**config.mk**
```make
export PLATFORM = sky130hd
export DESIGN_NAME = uart_rx_frame_deser
export DESIGN_NICKNAME = d
export VERILOG_FILES = /design/src/rtl/uart_rx_pkg.sv /design/src/rtl/uart_rx_edge_sampler.sv /design/src/rtl/uart_rx_frame_deser.sv
export SDC_FILE = /design/constraint.sdc
export NUM_CORES = 1
export LEC_CHECK = 0
export CAP_MARGIN = 15
export CORE_MARGIN = 3
export CORE_UTILIZATION = 58
export CTS_CLUSTER_SIZE = 30
export DETAILED_ROUTE_END_ITERATION = 6
export PLACE_DENSITY = 0.77
export SLEW_MARGIN = 20
export SYNTH_ARGS = -nofsm -noshare
export SYNTH_HDL_FRONTEND = slang
export SYNTH_SLANG_ARGS = --single-unit
export TNS_END_PERCENT = 10
```
**constraint.sdc**
```tcl
create_clock -name CLK -period 4.2 [get_ports CLK]
set_clock_uncertainty 0.15 [all_clocks]
set_input_delay 0.63 -clock CLK [delete_from_list [all_inputs] [get_ports CLK]]
set_output_delay 0.63 -clock CLK [all_outputs]
set_load 0.01 [all_outputs]
```
**src/rtl/uart_rx_pkg.sv**
```systemverilog
// Shared definitions for the UART receive deserializer: FSM encodings,
// parity-type constants and the bit majority helper.
package uart_rx_pkg;

  localparam logic [2:0] S_IDLE   = 3'd0;
  localparam logic [2:0] S_START  = 3'd1;
  localparam logic [2:0] S_DATA   = 3'd2;
  localparam logic [2:0] S_PARITY = 3'd3;
  localparam logic [2:0] S_STOP   = 3'd4;

  localparam logic PAR_EVEN = 1'b0;
  localparam logic PAR_ODD  = 1'b1;

  localparam int LEN_MIN = 5;

  function automatic logic maj3(input logic a, input logic b, input logic c);
    return (a & b) | (a & c) | (b & c);
  endfunction

endpackage

```
**src/rtl/uart_rx_edge_sampler.sv**
```systemverilog
// Oversampling edge counter with a 3-point majority vote around mid-bit.
// o_bit_end marks the last oversample cycle of each bit period.
module uart_rx_edge_sampler
  import uart_rx_pkg::*;
#(
  parameter int PRESCALE_WIDTH = 6
) (
  input  logic                      CLK,
  input  logic                      RST,
  input  logic                      i_active,
  input  logic                      i_rx,
  input  logic [PRESCALE_WIDTH-1:0] i_prescale,
  output logic                      o_bit_end,
  output logic                      o_voted
);

  logic [PRESCALE_WIDTH-1:0] r_edge_cnt;
  logic                      r_s0;
  logic                      r_s1;
  logic                      r_voted;

  logic [PRESCALE_WIDTH-1:0] w_last;
  logic [PRESCALE_WIDTH-1:0] w_half;
  logic                      w_samp0;
  logic                      w_samp1;
  logic                      w_sample_done;

  assign w_last        = i_prescale - PRESCALE_WIDTH'(1);
  assign w_half        = i_prescale >> 1;
  assign w_samp0       = (r_edge_cnt == (w_half - PRESCALE_WIDTH'(1)));
  assign w_samp1       = (r_edge_cnt == w_half);
  assign w_sample_done = (r_edge_cnt == (w_half + PRESCALE_WIDTH'(1)));

  // The third sample is voted directly from the line, so the result is
  // registered on the sample_done cycle and usable from the next edge on.
  always_ff @(posedge CLK or posedge RST) begin
    if (RST) begin
      r_edge_cnt <= '0;
      r_s0       <= 1'b0;
      r_s1       <= 1'b0;
      r_voted    <= 1'b0;
    end else if (!i_active) begin
      r_edge_cnt <= '0;
    end else begin
      if (r_edge_cnt == w_last) r_edge_cnt <= '0;
      else                      r_edge_cnt <= r_edge_cnt + PRESCALE_WIDTH'(1);
      if (w_samp0)       r_s0    <= i_rx;
      if (w_samp1)       r_s1    <= i_rx;
      if (w_sample_done) r_voted <= maj3(r_s0, r_s1, i_rx);
    end
  end

  assign o_bit_end = i_active && (r_edge_cnt == w_last);
  assign o_voted   = r_voted;

endmodule

```
**src/rtl/uart_rx_frame_deser.sv**
```systemverilog
// UART receive framer: start/data/parity/stop FSM with runtime length and
// bit order; results leave as single-cycle pulses one cycle after stop.
module uart_rx_frame_deser
  import uart_rx_pkg::*;
#(
  parameter int DATA_WIDTH     = 8,
  parameter int PRESCALE_WIDTH = 6,
  parameter int LEN_WIDTH      = 4
) (
  input  logic                      CLK,
  input  logic                      RST,
  input  logic                      RX_IN,
  input  logic                      RX_EN,
  input  logic [PRESCALE_WIDTH-1:0] prescale,
  input  logic [LEN_WIDTH-1:0]      data_len,
  input  logic                      msb_first,
  input  logic                      PAR_EN,
  input  logic                      PAR_TYP,
  output logic [DATA_WIDTH-1:0]     P_DATA,
  output logic                      data_valid,
  output logic                      par_err,
  output logic                      stp_err,
  output logic                      busy
);

  logic [2:0]                r_state;
  logic [PRESCALE_WIDTH-1:0] r_prescale;
  logic [LEN_WIDTH-1:0]      r_len;
  logic                      r_msb;
  logic                      r_par_en;
  logic                      r_par_typ;
  logic [LEN_WIDTH-1:0]      r_bit_cnt;
  logic [DATA_WIDTH-1:0]     r_sr;
  logic                      r_perr;
  logic [DATA_WIDTH-1:0]     r_p_data;
  logic                      r_data_valid;
  logic                      r_par_err;
  logic                      r_stp_err;

  logic                      w_bit_end;
  logic                      w_voted;
  logic [LEN_WIDTH-1:0]      w_shift;
  logic [DATA_WIDTH-1:0]     w_mask;
  logic [DATA_WIDTH-1:0]     w_aligned;
  logic                      w_par_exp;

  uart_rx_edge_sampler #(
    .PRESCALE_WIDTH(PRESCALE_WIDTH)
  ) u_sampler (
    .CLK       (CLK),
    .RST       (RST),
    .i_active  (r_state != S_IDLE),
    .i_rx      (RX_IN),
    .i_prescale(r_prescale),
    .o_bit_end (w_bit_end),
    .o_voted   (w_voted)
  );

  // LSB-first words arrive at the top of the shifter and need right-justifying.
  assign w_shift   = LEN_WIDTH'(DATA_WIDTH) - r_len;
  assign w_mask    = ~({DATA_WIDTH{1'b1}} << r_len);
  assign w_aligned = (r_msb ? r_sr : (r_sr >> w_shift)) & w_mask;
  assign w_par_exp = (r_par_typ == PAR_ODD) ? ~(^w_aligned) : ^w_aligned;

  always_ff @(posedge CLK or posedge RST) begin
    if (RST) begin
      r_state      <= S_IDLE;
      r_prescale   <= '0;
      r_len        <= '0;
      r_msb        <= 1'b0;
      r_par_en     <= 1'b0;
      r_par_typ    <= 1'b0;
      r_bit_cnt    <= '0;
      r_sr         <= '0;
      r_perr       <= 1'b0;
      r_p_data     <= '0;
      r_data_valid <= 1'b0;
      r_par_err    <= 1'b0;
      r_stp_err    <= 1'b0;
    end else begin
      r_data_valid <= 1'b0;
      r_par_err    <= 1'b0;
      r_stp_err    <= 1'b0;
      if (!RX_EN) begin
        r_state <= S_IDLE;
      end else begin
        case (r_state)
          S_IDLE: if (!RX_IN) begin
            r_state    <= S_START;
            r_prescale <= prescale;
            r_len      <= data_len;
            r_msb      <= msb_first;
            r_par_en   <= PAR_EN;
            r_par_typ  <= PAR_TYP;
            r_bit_cnt  <= '0;
            r_sr       <= '0;
            r_perr     <= 1'b0;
          end
          S_START: if (w_bit_end) r_state <= w_voted ? S_IDLE : S_DATA;
          S_DATA: if (w_bit_end) begin
            r_sr      <= r_msb ? {r_sr[DATA_WIDTH-2:0], w_voted}
                               : {w_voted, r_sr[DATA_WIDTH-1:1]};
            r_bit_cnt <= r_bit_cnt + LEN_WIDTH'(1);
            if (r_bit_cnt == (r_len - LEN_WIDTH'(1)))
              r_state <= r_par_en ? S_PARITY : S_STOP;
          end
          S_PARITY: if (w_bit_end) begin
            r_perr  <= (w_voted != w_par_exp);
            r_state <= S_STOP;
          end
          S_STOP: if (w_bit_end) begin
            r_state <= S_IDLE;
            if (!w_voted || r_perr) begin
              r_stp_err <= !w_voted;
              r_par_err <= r_perr;
            end else begin
              r_data_valid <= 1'b1;
              r_p_data     <= w_aligned;
            end
          end
          default: r_state <= S_IDLE;
        endcase
      end
    end
  end

  assign P_DATA     = r_p_data;
  assign data_valid = r_data_valid;
  assign par_err    = r_par_err;
  assign stp_err    = r_stp_err;
  assign busy       = (r_state != S_IDLE);

endmodule

```
==> flow_summary.toml, run 1 <==
[outcome]
outcome = "completed"

[critical_path]
worst_r2r_endpoint = "r_perr$_DFFE_PP0P_"
r2r-start = "r_len[0]$_DFFE_PP0P_"
crit_arrival_ns = 3.48
start_kind = "flop"
critical_path_endpoint_category = "flop"
r2r_slack_ns = 0.78
timing.critical_path.cells = "inv_1, ha_1, ha_1, mux4_2, a22oi_1, o21ai_0, o31a_1, xnor3_1, xnor3_1, o31ai_2"
worst_r2r_path_depth = 10
crit_path_top_delay_cell = "sky130_fd_sc_hd__dfrtp_1"
path_class = "flop to flop"
cp.required_ns = 4.26
cp_slowest_stage_delay_ns = 0.74
startpoint = "r_len[0]$_DFFE_PP0P_"
timing.critical_path.fanout_max = 16

[sta]
finalWorstPathRequiredPeriod_ns = 3.42
tightestPinTransition_ns = 0.843
layout_worst_path_cycle_share = 0.815
grt_setup_unrepaired = "no"
final-hold-violation-count = 0
report.final.setup_viol = 0
maxSlewHeadroom = 0.436
totalNegativeSetupSlack_ns = 0
max_clock_freq_mhz = 292
drv_slew = 0
final.hold.worst_slack_ns = 0.343

[run]
drv_cap = 0

[global_routing]
globalRouteOverflowTotal = 0
grt_use_total = 0.233
grt_pass1_wl_um = 11900
via_count_of_the_first_global_routing_pass = 2391
grt_max_degree = 50
grt_antenna_before_repair = 0

[placement]
dp.final_hpwl_um = 5200
portBuffers = 28
gpl.final_weighted_congestion = 0.898

[cells_and_area]
num_antenna_cells = 0
fillerInstances = 417
finish.net_count = 378
utilization = 0.688
drive_gt1_frac = 0.145
regArea_mm2 = 0.00123
area_growth_pct = 10.7
area_of_the_multi_input_gates_mm2 = 0.00190

[drt]
remaining_drc_errors = 0
vias_per_cell = 5.94
drt_first_iter_violations = 127
drt-pass1-iter-count = 4
routed-via-count = 2499
ant_nets = 0
total_wirelength_of_the_detailed_routed_design_um = 6880
wl_per_cell_um = 16.3

[synth]
postSynthCellCount = 333
synth_ff_type = "sky130_fd_sc_hd__dfrtp_1"
synth_area_leader_cell = "sky130_fd_sc_hd__dfrtp_1"
part_of_the_yosys_area_used_for_sequential_elements = 0.372
most_used_standard_cell_by_instance_count_after_synthesis = "sky130_fd_sc_hd__dfrtp_1"
ys_ff_latch = 49
netlist.area_leader.share = 0.372
synth_cell_types = 64
netlist_top_cells_area = "sky130_fd_sc_hd__dfrtp_1, sky130_fd_sc_hd__mux2_2, sky130_fd_sc_hd__xor2_1"
syn_nets = 361
synth-warning-count = 0
yosys-top-cells-count = "sky130_fd_sc_hd__dfrtp_1, sky130_fd_sc_hd__nor2_1, sky130_fd_sc_hd__mux2_2"
syn-cell-area_mm2 = 0.00329
ys_async_rst_share = 1.00
post_synth.cell_area_avg_um2 = 9.89
synth_enable_flop_cells = 0

[die]
start_util = 0.621
die_x_um = 81.4
die_ht_um = 81.4
floorplan.core_area_mm2 = 0.00530
fp-row-count = 26
die_area_mm2 = 0.00662
io-pin-count = 29

[min_path]
hold_depth = 2
hold_end = "P_DATA[1]$_DFFE_PP0P_"
hold_path.startpoint = "P_DATA[1]$_DFFE_PP0P_"
worst_hold_check_path_type = "flop to flop"

[clock_tree]
h-tree-depth = 2
tritoncts = "done"
holdBufCountCts = 0
clock_root_buffer_master = "sky130_fd_sc_hd__clkbuf_8"
cts.reportedPaths.clkPinSlew_ns = 0.08
clock_sink_count = 49
post_cts_resized = 0
clock_path_buffers = 2
tritoncts.num_buffers = 5
postCtsSetupBuffers = 0
clkLatencyLatePin_ns = 0.30

[power_and_ir_drop]
power_density_over_cell_area_mw_per_mm2 = 410
max-vdd-ir-drop_uv = 274
static-leakage-power_nw = 1.60
[logic make-up after synthesis]
| kind of cell | synth area share |
|---|---|
| AND/OR/NAND/NOR | 0.167 |
| AO/OA/AOI/OAI | 0.124 |
| flip-flops | 0.372 |
| multiplexers | 0.145 |
| buffers and inverters | 0.0513 |
| XOR/XNOR | 0.0984 |
| adder cells (fa/ha/maj) | 0.0418 |
[how the worst max path moves through the flow]
stage                         end  slack (ns)  depth (start not counted)
5_1_grt        r_perr$_DFFE_PP0P_        0.51                          9
4_1_cts        r_perr$_DFFE_PP0P_        0.75                         10
3_5_place_dp   r_perr$_DFFE_PP0P_        0.77                         10
3_3_place_gp   r_perr$_DFFE_PP0P_        0.87                         10
6_report       r_perr$_DFFE_PP0P_        0.78                         10
2_1_floorplan  r_perr$_DFFE_PP0P_        1.11                         12
[state kept, by name (all words and copies together) (netlist names)]
name                  count
r_perr                    1
P_DATA                    8
r_prescale                6
r_par_typ                 1
u_sampler.r_s1            1
u_sampler.r_s0            1
u_sampler.o_voted         1
par_err                   1
r_sr                      8
r_msb                     1
r_state                   3
u_sampler.r_edge_cnt      6
r_bit_cnt                 4
data_valid                1
r_len                     4
stp_err                   1
r_par_en                  1
[power breakdown]
| part | total (mW) | switching, mW | internal [mW] | leakage (nW) |
|---|---|---|---|---|
| logic | 0.564 | 0.288 | 0.276 | 0.909 |
| clock network | 0.264 | 0.148 | 0.116 | 0.0450 |
| registers | 0.668 | 0.137 | 0.531 | 0.643 |
| total | 1.50 | 0.574 | 0.922 | 1.60 |
[cells in the final DEF, fill, tap and decap left out, drive strengths merged, types with 3 or more instances in the layout]
cell type | netlist | layout
dfrtp | 49 | 49
nor2 | 32 | 32
mux2 | 29 | 29
clkdlybuf4s50 | 0 | 28
nand2 | 22 | 22
inv | 19 | 18
xor2 | 16 | 16
a21oi | 16 | 16
xnor2 | 15 | 15
ha | 11 | 11
o21ai | 11 | 11
nand3 | 8 | 8
mux2i | 8 | 8
clkbuf | 11 | 6
nor2b | 5 | 5
o41ai | 5 | 5
nor3 | 5 | 5
or3 | 4 | 4
o211ai | 4 | 4
nand2b | 4 | 4
a21boi | 4 | 4
nand4 | 4 | 4
and2 | 4 | 4
o31ai | 4 | 4
a22oi | 3 | 3
clkinv | 0 | 3
mux4 | 3 | 3
[worst max-delay path, delay by kind of cell, from the launching register on]
family          cells  cell delay, ns
compound gates      4            0.59
xor+xnor            2            0.62
fa+ha+maj           2            0.74
buf+inv             1            0.11
flops               1            0.74
mux                 1            0.38
[layer usage]
metal | track usage | routed length [µm]
met1 | 0.356 | 3370
met4 | 0.0439 | 48
met5 | 0 | 0
met3 | 0.0333 | 402
met2 | 0.351 | 3060
[per-stage QoR]
step	setup WS, ns	instances	area, µm²	power [mW]
after global routing	0.505	421	3650	1.61
after CTS	0.747	421	3650	1.50
after detailed placement	0.774	413	3560	1.24
final	0.777	421	3650	1.50
after floorplan	1.11	333	3290	1.12
after global placement	0.874	413	3560	1.23
[cell type report]
class | count | area share
Multi-Input combinational cell | 247 | 0.521
Timing Repair Buffer | 28 | 0.0768
Inverter | 19 | 0.0199
Clock buffer | 6 | 0.0199
Clock inverter | 2 | 0.00274
Sequential cell | 49 | 0.336
Tap cell | 70 | 0.0240
Power figures use the tool's default switching activity.
==> run 2, diff against run 1 <==
CORE_UTILIZATION = 53   (was 58)
PLACE_DENSITY = 0.74   (was 0.77)
clock period = 3 ns   (was 4.2 ns; I/O delays follow)
==> run 2 against run 1 <==
Effect of this change: register-to-register slack worse by 0.60 ns; final cell count up 4.0%; critical path depth down 2; sequential cell count unchanged; sequential power up 29%; wire length down 2.7%; clock power up 87%; via count up 0.60%; first-iteration DRC count down 20%; final area up 4.4%; largest power group is now combinational cells.
==> flow_summary.toml, run 2 (synthesized netlist as in run 1, its figures left out) <==
[outcome]
outcome = "completed"

[placement]
dp_slack_ns = 0.0504
gpl.final_weighted_congestion = 0.879
portBuffers = 28
dpl.cell_count = 430
dp.final_hpwl_um = 5040

[die]
die_ht_um = 84.8
die_x_um = 84.8
die_area_mm2 = 0.00720
io-pin-count = 29
floorplan.core_area_mm2 = 0.00596
fp-row-count = 28
start_util = 0.553

[clock_tree]
clkLatencyLatePin_ns = 0.30
h-tree-depth = 2
clock_root_buffer_master = "sky130_fd_sc_hd__clkbuf_8"
holdBufCountCts = 0
clock_sink_count = 49
clock_path_buffers = 2
cts.reportedPaths.clkPinSlew_ns = 0.09
post_cts_resized = 0
postCtsSetupBuffers = 0
tritoncts = "done"
tritoncts.num_buffers = 5

[sta]
tightestPinTransition_ns = 0.736
maxSlewHeadroom = 0.509
post-route-worst-setup-slack_ns = 0.175
finalWorstPathRequiredPeriod_ns = 2.82
report.final.setup_viol = 0
final-hold-violation-count = 0
final.hold.worst_slack_ns = 0.215
grt_setup_unrepaired = "yes"
drv_slew = 0
max_clock_freq_mhz = 354
totalNegativeSetupSlack_ns = 0
layout_worst_path_cycle_share = 0.942

[critical_path]
cp.required_ns = 3.04
timing.critical_path.cells = "inv_1, ha_1, a21boi_1, xnor2_1, nor4_2, a31oi_1, nor2_2, mux2_2"
cp_num_buf_inv = 1
crit_arrival_ns = 2.86
timing.critical_path.fanout_max = 7
cp_slowest_stage_delay_ns = 0.46
path_class = "flop to flop"
critical_path_endpoint_category = "flop"
start_kind = "flop"
r2r_slack_ns = 0.18
crit_path_top_delay_cell = "sky130_fd_sc_hd__dfrtp_1"
critical_path.top_delay_family = "simple AND/OR/NAND/NOR gates"

[global_routing]
via_count_of_the_first_global_routing_pass = 2469
met1_track_utilization_from_global_routing = 0.264
grt_antenna_before_repair = 0
globalRouteOverflowTotal = 0
grt_max_degree = 25
most_used_routing_layer_in_global_routing = "met2"
grt_util_met2 = 0.322
grt_use_total = 0.192
grt_pass1_wl_um = 11500
groute.layer.met3.usage = 0.0340

[cells_and_area]
area_growth_pct = 15.6
post_layout_nonfiller_instances = 438
drive_gt1_frac = 0.185
num_antenna_cells = 0
finish.net_count = 390
final_cell_mix = "sky130_fd_sc_hd__dfrtp_1, sky130_fd_sc_hd__nor2_1, sky130_fd_sc_hd__mux2_2"
layout.cells.most_common = "sky130_fd_sc_hd__dfrtp_1"

[drt]
ant_nets = 0
remaining_drc_errors = 0
drt-pass1-iter-count = 4
routed-via-count = 2514
wl_per_cell_um = 15.3
drt_first_iter_violations = 101
vias_per_cell = 5.74
total_wirelength_of_the_detailed_routed_design_um = 6690

[power_and_ir_drop]
total_power_mw = 2.28
power_density_over_cell_area_mw_per_mm2 = 598
static-leakage-power_nw = 1.67
max-vdd-ir-drop_uv = 388

[run]
drv_cap = 0

[min_path]
worst_hold_check_path_type = "input pin to async pin"
-- run 2: per-layer routing --
metal / vias up / wire (µm)
li1: 1233 / -
met1: 1222 / 3210
met2: 55 / 3140
met3: 4 / 307
met4: 0 / 40
met5: - / 0
-- run 2: layout make-up --
class	instances	area, µm²
fill	488	2150
multi-input combinational	247	1930
sequential	49	1230
timing repair buffer	40	370
tap	75	93.8
clock buffer	6	82.6
inverter	19	71.3
clock inverter	2	37.5
-- run 2: final timing paths --
path                                           start                                end  cells past startpoint
max                        r_prescale[1]$_DFFE_PP0P_                r_sr[3]$_DFFE_PP0P_                      8
min                                              RST  u_sampler.r_edge_cnt[0]$_DFF_PP0_                      2
max reg2reg                r_prescale[1]$_DFFE_PP0P_                r_sr[3]$_DFFE_PP0P_                      8
min reg2reg                    P_DATA[1]$_DFFE_PP0P_              P_DATA[1]$_DFFE_PP0P_                      2
max in group asynchronous                        RST           r_bit_cnt[3]$_DFFE_PP0P_                      3
min in group CLK               P_DATA[1]$_DFFE_PP0P_              P_DATA[1]$_DFFE_PP0P_                      2
-- run 2: report_power, final --
part           switching, mW  internal (mW)  total [mW]
clock network          0.222          0.271       0.494
logic                  0.478          0.443       0.921
registers              0.120          0.744       0.864
-- run 2: metrics by stage --
| stage | area [µm²] | utilization |
|---|---|---|
| finish | 3810 | 0.639 |
| global route | 3810 | 0.639 |
| detailed placement | 3660 | 0.615 |
| global placement | 3660 | 0.615 |
| floorplan | 3300 | - |
| CTS | 3780 | 0.635 |
==> run 3, diff against run 2 <==
SKIP_CTS_REPAIR_TIMING = 1   (was not set)
==> results of run 3 <==
Same layout as run 2: the final DEF is identical, and so are final timing and power.
